### src/rtl/pipe_pkg.sv
// pipe_pkg: shared pipeline types and constants for the fetch stage.
//   NOP_INSTR      - canonical bubble instruction (addi x0,x0,0)
//   IF_PC_W        - width of the PC field carried in the IF/ID register
//   fetch_state_e  - fetch sequencer states
//   if_id_t        - IF/ID pipeline register contents
package pipe_pkg;
  localparam logic [31:0] NOP_INSTR = 32'h0000_0013;
  localparam int IF_PC_W = 14;
  typedef enum logic [1:0] {S_BOOT, S_RUN, S_STALL} fetch_state_e;
  typedef struct packed {
    logic [IF_PC_W-1:0] pc;
    logic [31:0]        instr;
    logic               valid;
  } if_id_t;
endpackage

### src/rtl/fetch_ctrl.sv
// fetch_ctrl: instruction-fetch sequencer owning the PC and the IF/ID register.
//   i_clk, i_rst            - clock, synchronous active-high reset
//   o_imem_addr             - byte address to combinational instruction memory (= PC)
//   i_imem_rdata            - instruction word for o_imem_addr, same cycle
//   i_stall                 - hold PC and IF/ID
//   i_redirect, i_redirect_pc - taken branch/jump and its target
//   o_if_pc, o_if_instr, o_if_valid - IF/ID register contents
//   o_misalign              - one-cycle pulse for a redirect target with bits[1:0] != 0
//   o_fetch_cnt             - count of valid instructions loaded into IF/ID
module fetch_ctrl
  import pipe_pkg::*;
#(
  parameter int              ADDR_W   = IF_PC_W,
  parameter logic [ADDR_W-1:0] RESET_PC = '0,
  parameter int              CNT_W    = 32
) (
  input  logic              i_clk,
  input  logic              i_rst,
  output logic [ADDR_W-1:0] o_imem_addr,
  input  logic [31:0]       i_imem_rdata,
  input  logic              i_stall,
  input  logic              i_redirect,
  input  logic [ADDR_W-1:0] i_redirect_pc,
  output logic [ADDR_W-1:0] o_if_pc,
  output logic [31:0]       o_if_instr,
  output logic              o_if_valid,
  output logic              o_misalign,
  output logic [CNT_W-1:0]  o_fetch_cnt
);
  fetch_state_e      state_q, state_d;
  logic [ADDR_W-1:0] pc_q, pc_d;
  if_id_t            ifid_q, ifid_d;
  logic              misalign_q, misalign_d;
  logic [CNT_W-1:0]  cnt_q, cnt_d;

  always_comb begin
    state_d    = state_q;
    pc_d       = pc_q;
    ifid_d     = ifid_q;
    misalign_d = 1'b0;
    cnt_d      = cnt_q;
    if (state_q == S_BOOT) begin
      // Boot cycle presents RESET_PC to memory but captures nothing.
      state_d = S_RUN;
    end else if (i_redirect) begin
      // Redirect wins over stall; the target is forced to word alignment.
      state_d      = S_RUN;
      pc_d         = {i_redirect_pc[ADDR_W-1:2], 2'b00};
      ifid_d.instr = NOP_INSTR;
      ifid_d.valid = 1'b0;
      misalign_d   = |i_redirect_pc[1:0];
    end else if (i_stall) begin
      state_d = S_STALL;
    end else begin
      state_d      = S_RUN;
      ifid_d.pc    = IF_PC_W'(pc_q);
      ifid_d.instr = i_imem_rdata;
      ifid_d.valid = 1'b1;
      pc_d         = pc_q + ADDR_W'(4);
      cnt_d        = cnt_q + 1'b1;
    end
  end

  always_ff @(posedge i_clk) begin
    if (i_rst) begin
      state_q    <= S_BOOT;
      pc_q       <= RESET_PC;
      ifid_q     <= '{pc: '0, instr: NOP_INSTR, valid: 1'b0};
      misalign_q <= 1'b0;
      cnt_q      <= '0;
    end else begin
      state_q    <= state_d;
      pc_q       <= pc_d;
      ifid_q     <= ifid_d;
      misalign_q <= misalign_d;
      cnt_q      <= cnt_d;
    end
  end

  assign o_imem_addr = pc_q;
  assign o_if_pc     = ADDR_W'(ifid_q.pc);
  assign o_if_instr  = ifid_q.instr;
  assign o_if_valid  = ifid_q.valid;
  assign o_misalign  = misalign_q;
  assign o_fetch_cnt = cnt_q;
endmodule

### config.mk
export PLATFORM = sky130hd
export DESIGN_NAME = fetch_ctrl
export DESIGN_NICKNAME = d
export VERILOG_FILES = /design/src/rtl/pipe_pkg.sv /design/src/rtl/fetch_ctrl.sv
export SDC_FILE = /design/constraint.sdc
export NUM_CORES = 1
export LEC_CHECK = 0
export BUFFER_PORTS_ARGS = -buffer_cell sky130_fd_sc_hd__buf_4
export CAP_MARGIN = 40
export CORE_UTILIZATION = 55
export CTS_BUF_LIST = sky130_fd_sc_hd__clkbuf_2
export DETAILED_ROUTE_END_ITERATION = 8
export GPL_TIMING_DRIVEN = 0
export HOLD_SLACK_MARGIN = 0.1
export PLACE_DENSITY = 0.95
export RECOVER_POWER = 25
export SLEW_MARGIN = 20
export SYNTH_ARGS = -nofsm -noshare
export SYNTH_HDL_FRONTEND = slang
export SYNTH_SLANG_ARGS = --single-unit
### constraint.sdc
create_clock -name i_clk -period 4.09 [get_ports i_clk]
set_input_delay 0.409 -clock i_clk [delete_from_list [all_inputs] [get_ports i_clk]]
set_output_delay 0.409 -clock i_clk [all_outputs]
set_load 0.01 [all_outputs]
; ---- Word level (Yosys, flattened, before mapping)
; Cells that the tools add are included.
[classes]
eq_ne = 1
reduce_logical = 6
bitwise = 3
add_sub_neg = 2
muxes = 7
[ops]
columns = op, count
row1 = $mux W33, 2
row2 = $add A32 B1 Y32 const B, 1
row3 = $mux W14, 2
row4 = $add A14 B3 Y14 const B, 1
row5 = $reduce_or A3 Y1, 2
row6 = $not A1 Y1, 3
row7 = $reduce_and A3 Y1, 1
row8 = $logic_not A2 Y1, 1
row9 = $mux W1, 2
row10 = $mux W2, 1
row11 = $ne A2 B1 Y1 const B, 1
row12 = $reduce_and A2 Y1, 1
row13 = $reduce_or A2 Y1, 1
[word_totals]
inputBits = 50
wordCells = 27
ff_bits = 96
out_inout_bits = 94

; ---- Depth between registers and ports, before layout
[logic_depth]
depth_word = 3
mapped_depth = 7
mapped_depth_nobuf = 6

; ---- Worst setup path after synthesis
; OpenSTA, ideal clock, no wires.
[synth_path]
path_kind = input port to flip-flop
start = input port i_stall
end = register cnt_q[31] (netlist: o_fetch_cnt[31])
n_path_buf = 0
setup_slack_ns = 2.288
t_required_ns = 3.967
cell_stages = 5
setup_time_ns = 0.123
arrival_time_ns = 1.678
cell_sequence = o21bai_4 > nor4b_4 > nand3_2 > nor4_1 > mux2_1
[synth_via]
elab_chain_len = 2
[synth_rtl]
columns = item, line_no
row1 = "start, declared", fetch_ctrl.sv:21  ; input logic i_stall,
row2 = $not A1 Y1 (no source line), -
row3 = $reduce_and A3 Y1 (no source line), -
row4 = "end signal, assigned", fetch_ctrl.sv:76  ; cnt_q <= cnt_d;
row5 = "end, declared", fetch_ctrl.sv:34  ; logic [CNT_W-1:0] cnt_q, cnt_d;
; No other way between the ends.
; A chain may end at the register's enable or synchronous reset.

; ---- Worst setup path after layout
[layout_path]
start = register cnt_q[11] (netlist: o_fetch_cnt[11])
end = register cnt_q[28] (netlist: o_fetch_cnt[28])
[layout_via]
elab_chain_len = 1
[layout_rtl]
columns = item, line_no
row1 = $add A32 B1 Y32, fetch_ctrl.sv:60  ; cnt_d = cnt_q + 1'b1;
; No other way between the ends.

==> flow_metrics.py <==
metrics = {
    "place": {
        "postPlaceCellArea_um2": 4980,
        "numPortBuffers": 138,
        "place.gp.congestion": 0.897,
        "dpl_worst_slack_ns": 1.86,
        "hpwl_um": 7820,
    },
    "cells_and_area": {
        "fill_cells": 465,
        "syn_to_final_growth_pct": 39.0,
        "multi_input_comb_area_um2": 1840,
        "finalNetCount": 683,
        "antennaDiodeCount": 0,
        "drive_above_1_share_pct": 20.9,
        "fin_area_um2": 5330,
        "regArea_um2": 1840,
    },
    "pwr": {
        "finalPower_mw": 1.79,
        "p_leak_nw": 2.11,
        "power_density_nw_per_um2": 336,
        "ir_drop_uv": 333,
    },
    "die": {
        "die_w_um": 85.5,
        "die-area_um2": 7310,
        "fp-row-count": 30,
        "die_y_um": 85.5,
        "core_um2": 6760,
        "start_util_pct": 56.7,
        "ioPinCount": 144,
    },
    "worst_setup_path": {
        "critPathBufInv": 0,
        "max_stage_delay_ns": 0.57,
        "cp.depth": 5,
        "path_class": "reg2reg",
        "worstPathCellList": "nand4_1 -> nor2_1 -> nand4_2 -> or4_1 -> a21oi_1",
        "cp_top_family": "simple AND/OR/NAND/NOR gates",
        "reg2reg_from": "o_fetch_cnt[11]",
        "startpoint_type": "flip-flop",
        "arrival_ns": 2.55,
        "r2r_end": "o_fetch_cnt[28]",
        "cp.required_ns": 4.59,
        "cp_max_fo": 9,
        "cp-end-kind": "flip-flop",
        "r2r_slack_ns": 2.04,
        "ff2ff_path_depth": 5,
        "slowest_stage": "or4_1",
    },
    "clock_network": {
        "ctsResizeCount": 0,
        "tritoncts": "yes",
        "ctsHtreeMaxLevel": 3,
        "clkLatencyLatePin_ns": 0.56,
        "cts_buffers": 9,
        "cts_setup_buffers": 0,
        "ctsRootBufferMaster": "clkbuf_2",
        "clock_path_buffers": 2,
        "clkSlewWorstSetupHoldPaths_ns": 0.25,
        "cts_hold_buf": 29,
        "clock_sink_count": 92,
    },
    "global_routing": {
        "grt_max_degree": 16,
        "grt_pass1_wl_um": 18300,
        "grt_pass1_vias": 3906,
        "antenna_found_initial": 0,
        "grt_usage_pct": 32.2,
        "grt-ovfl-total": 0,
    },
    "min_path": {
        "hold_path.class": "in2reg",
        "hold_path_depth": 3,
        "worstHoldEndpoint": "o_if_instr[3]",
        "hold_start": "i_imem_rdata[3]",
    },
    "synth": {
        "synth_edf_count": 0,
        "synthTopCellsByArea": "dfxtp_1, nor2_1, a22oi_1",
        "ys_seq_area_share_pct": 48.0,
        "ys_warn_count": 0,
        "yosysTopAreaCell": "dfxtp_1",
        "synthArstFlopShare_pct": 0,
        "synthDistinctLibCells": 45,
        "synthCells": 448,
        "synth_top_area_share_pct": 48.0,
        "syn_area_per_cell_um2": 8.56,
        "synth_most_common_cell": "dfxtp_1",
        "synth_flop_cell": "dfxtp_1",
        "synthesis.area_um2": 3830,
        "ys_top_cells_by_count": "dfxtp_1, nor2_1, nand2_1",
        "ys_seq_elements": 92,
    },
    "timing": {
        "clock.fmax_ghz": 0.487,
        "tns_ns": 0,
        "rsz0062_at_grt": "false",
        "finalCritPeriodShare_pct": 50.2,
        "fin_ws_ns": 2.04,
        "hold_viol_final": 0,
        "finalSetupViolations": 0,
        "period_minus_slack_ns": 2.05,
        "drv_slew": 0,
        "slew_headroom_pct": 58.2,
        "tightest_slew_ns": 0.623,
        "fin_skew_ns": 0.0168,
    },
    "route": {
        "wl_per_cell_um": 17.1,
        "drc": 0,
        "antenna_left": 0,
        "routed_wl_um": 12300,
        "viasPerCell": 5.97,
        "drt_iter0_markers": 280,
        "via_count": 4278,
        "firstDrtPassIters": 7,
    },
    "run_status": {
        "status": "complete, no violations",
    },
    "job": {
        "max-cap-violations": 0,
    },
}
[tightest hold or removal path, delay by kind of cell]
family	cells	cell delay (ns)
compound gates	1	0.07
buf+inv	1	0.08
simple gates	1	0.10
[logic make-up (layout without fill, tap and decap cells)]
family                     after synthesis  after routing  synth area share, %
AOI/OAI and AO/OA                       99             99                 16.5
xor gates and xnor gates                19             19                 4.34
adders and majority gates                2              2                0.653
buffers and inverters                   37            222                 4.18
DFF                                     92             92                 48.0
muxes                                    6              6                 1.66
other                                    1              4               0.0978
and+or+nand+nor                        192            192                 24.5
[worst max-delay path by stage]
| stage | slack, ns | endpoint | startpoint |
|---|---|---|---|
| 2_1_floorplan | 2.29 | o_fetch_cnt[31] | i_stall |
| 3_3_place_gp | 1.94 | o_imem_addr[6] | i_redirect |
| 3_5_place_dp | 1.86 | o_imem_addr[5] | i_redirect |
| 4_1_cts | 2.06 | o_fetch_cnt[28] | o_fetch_cnt[11] |
| 5_1_grt | 1.88 | o_fetch_cnt[28] | o_fetch_cnt[11] |
| 6_report | 2.04 | o_fetch_cnt[28] | o_fetch_cnt[11] |
[flip-flops by register name, indices dropped and copies added (netlist names)]
signal	count
o_if_valid	1
state_q	2
o_if_pc	12
o_imem_addr	12
o_fetch_cnt	32
o_if_instr	32
o_misalign	1
[where the power goes]
part,switching [mW],internal [mW]
clock,0.314,0.321
combinational,0.113,0.102
sequential,0.0217,0.921
total,0.449,1.34
[final cells by class]
cell class | instances | share of cell area [%]
multi-input cells | 322 | 34.6
clock inverters | 7 | 2.61
plain buffers | 31 | 2.58
flip-flops and latches | 92 | 34.6
clock buffers | 9 | 0.845
inverters | 6 | 0.423
repair buffers | 169 | 22.5
well taps | 80 | 1.88
[layout by cell type, fill, tap and decap left out, types with 4 or more instances in the layout]
master	count
inv_1	5
and3_1	9
a22oi_1	33
dlygate4sd3_1	31
conb_1	4
nand2_1	42
nor2_1	73
o21ai_0	10
clkbuf_1	61
nand2b_1	5
xor2_1	12
dfxtp_1	92
o31ai_1	7
xnor2_1	7
a21oi_1	34
nor3_1	4
clkbuf_2	10
bufinv_16	4
nand3_1	17
o22ai_1	7
nand4_1	12
buf_2	4
or3_1	5
buf_4	102
or4_1	6
[routing by layer]
metal / share of wire (%) / track usage, %
met2: 49 / 54.8
met5: 0 / 0
met4: 4.4 / 17.3
met1: 38 / 37.4
met3: 9.0 / 7.99
[through the flow]
| step | utilization, % | instances | hold WS, ns |
|---|---|---|---|
| 2_1_floorplan | - | 451 | 0.478 |
| 3_3_place_gp | 73.7 | 669 | 0.442 |
| 3_5_place_dp | 73.7 | 669 | 0.449 |
| 4_1_cts | 80.7 | 714 | 0.110 |
| 5_1_grt | 78.9 | 716 | 0.0918 |
| 6_report | 78.9 | 716 | 0.115 |
No activity file was read; power rests on OpenSTA's default activity.
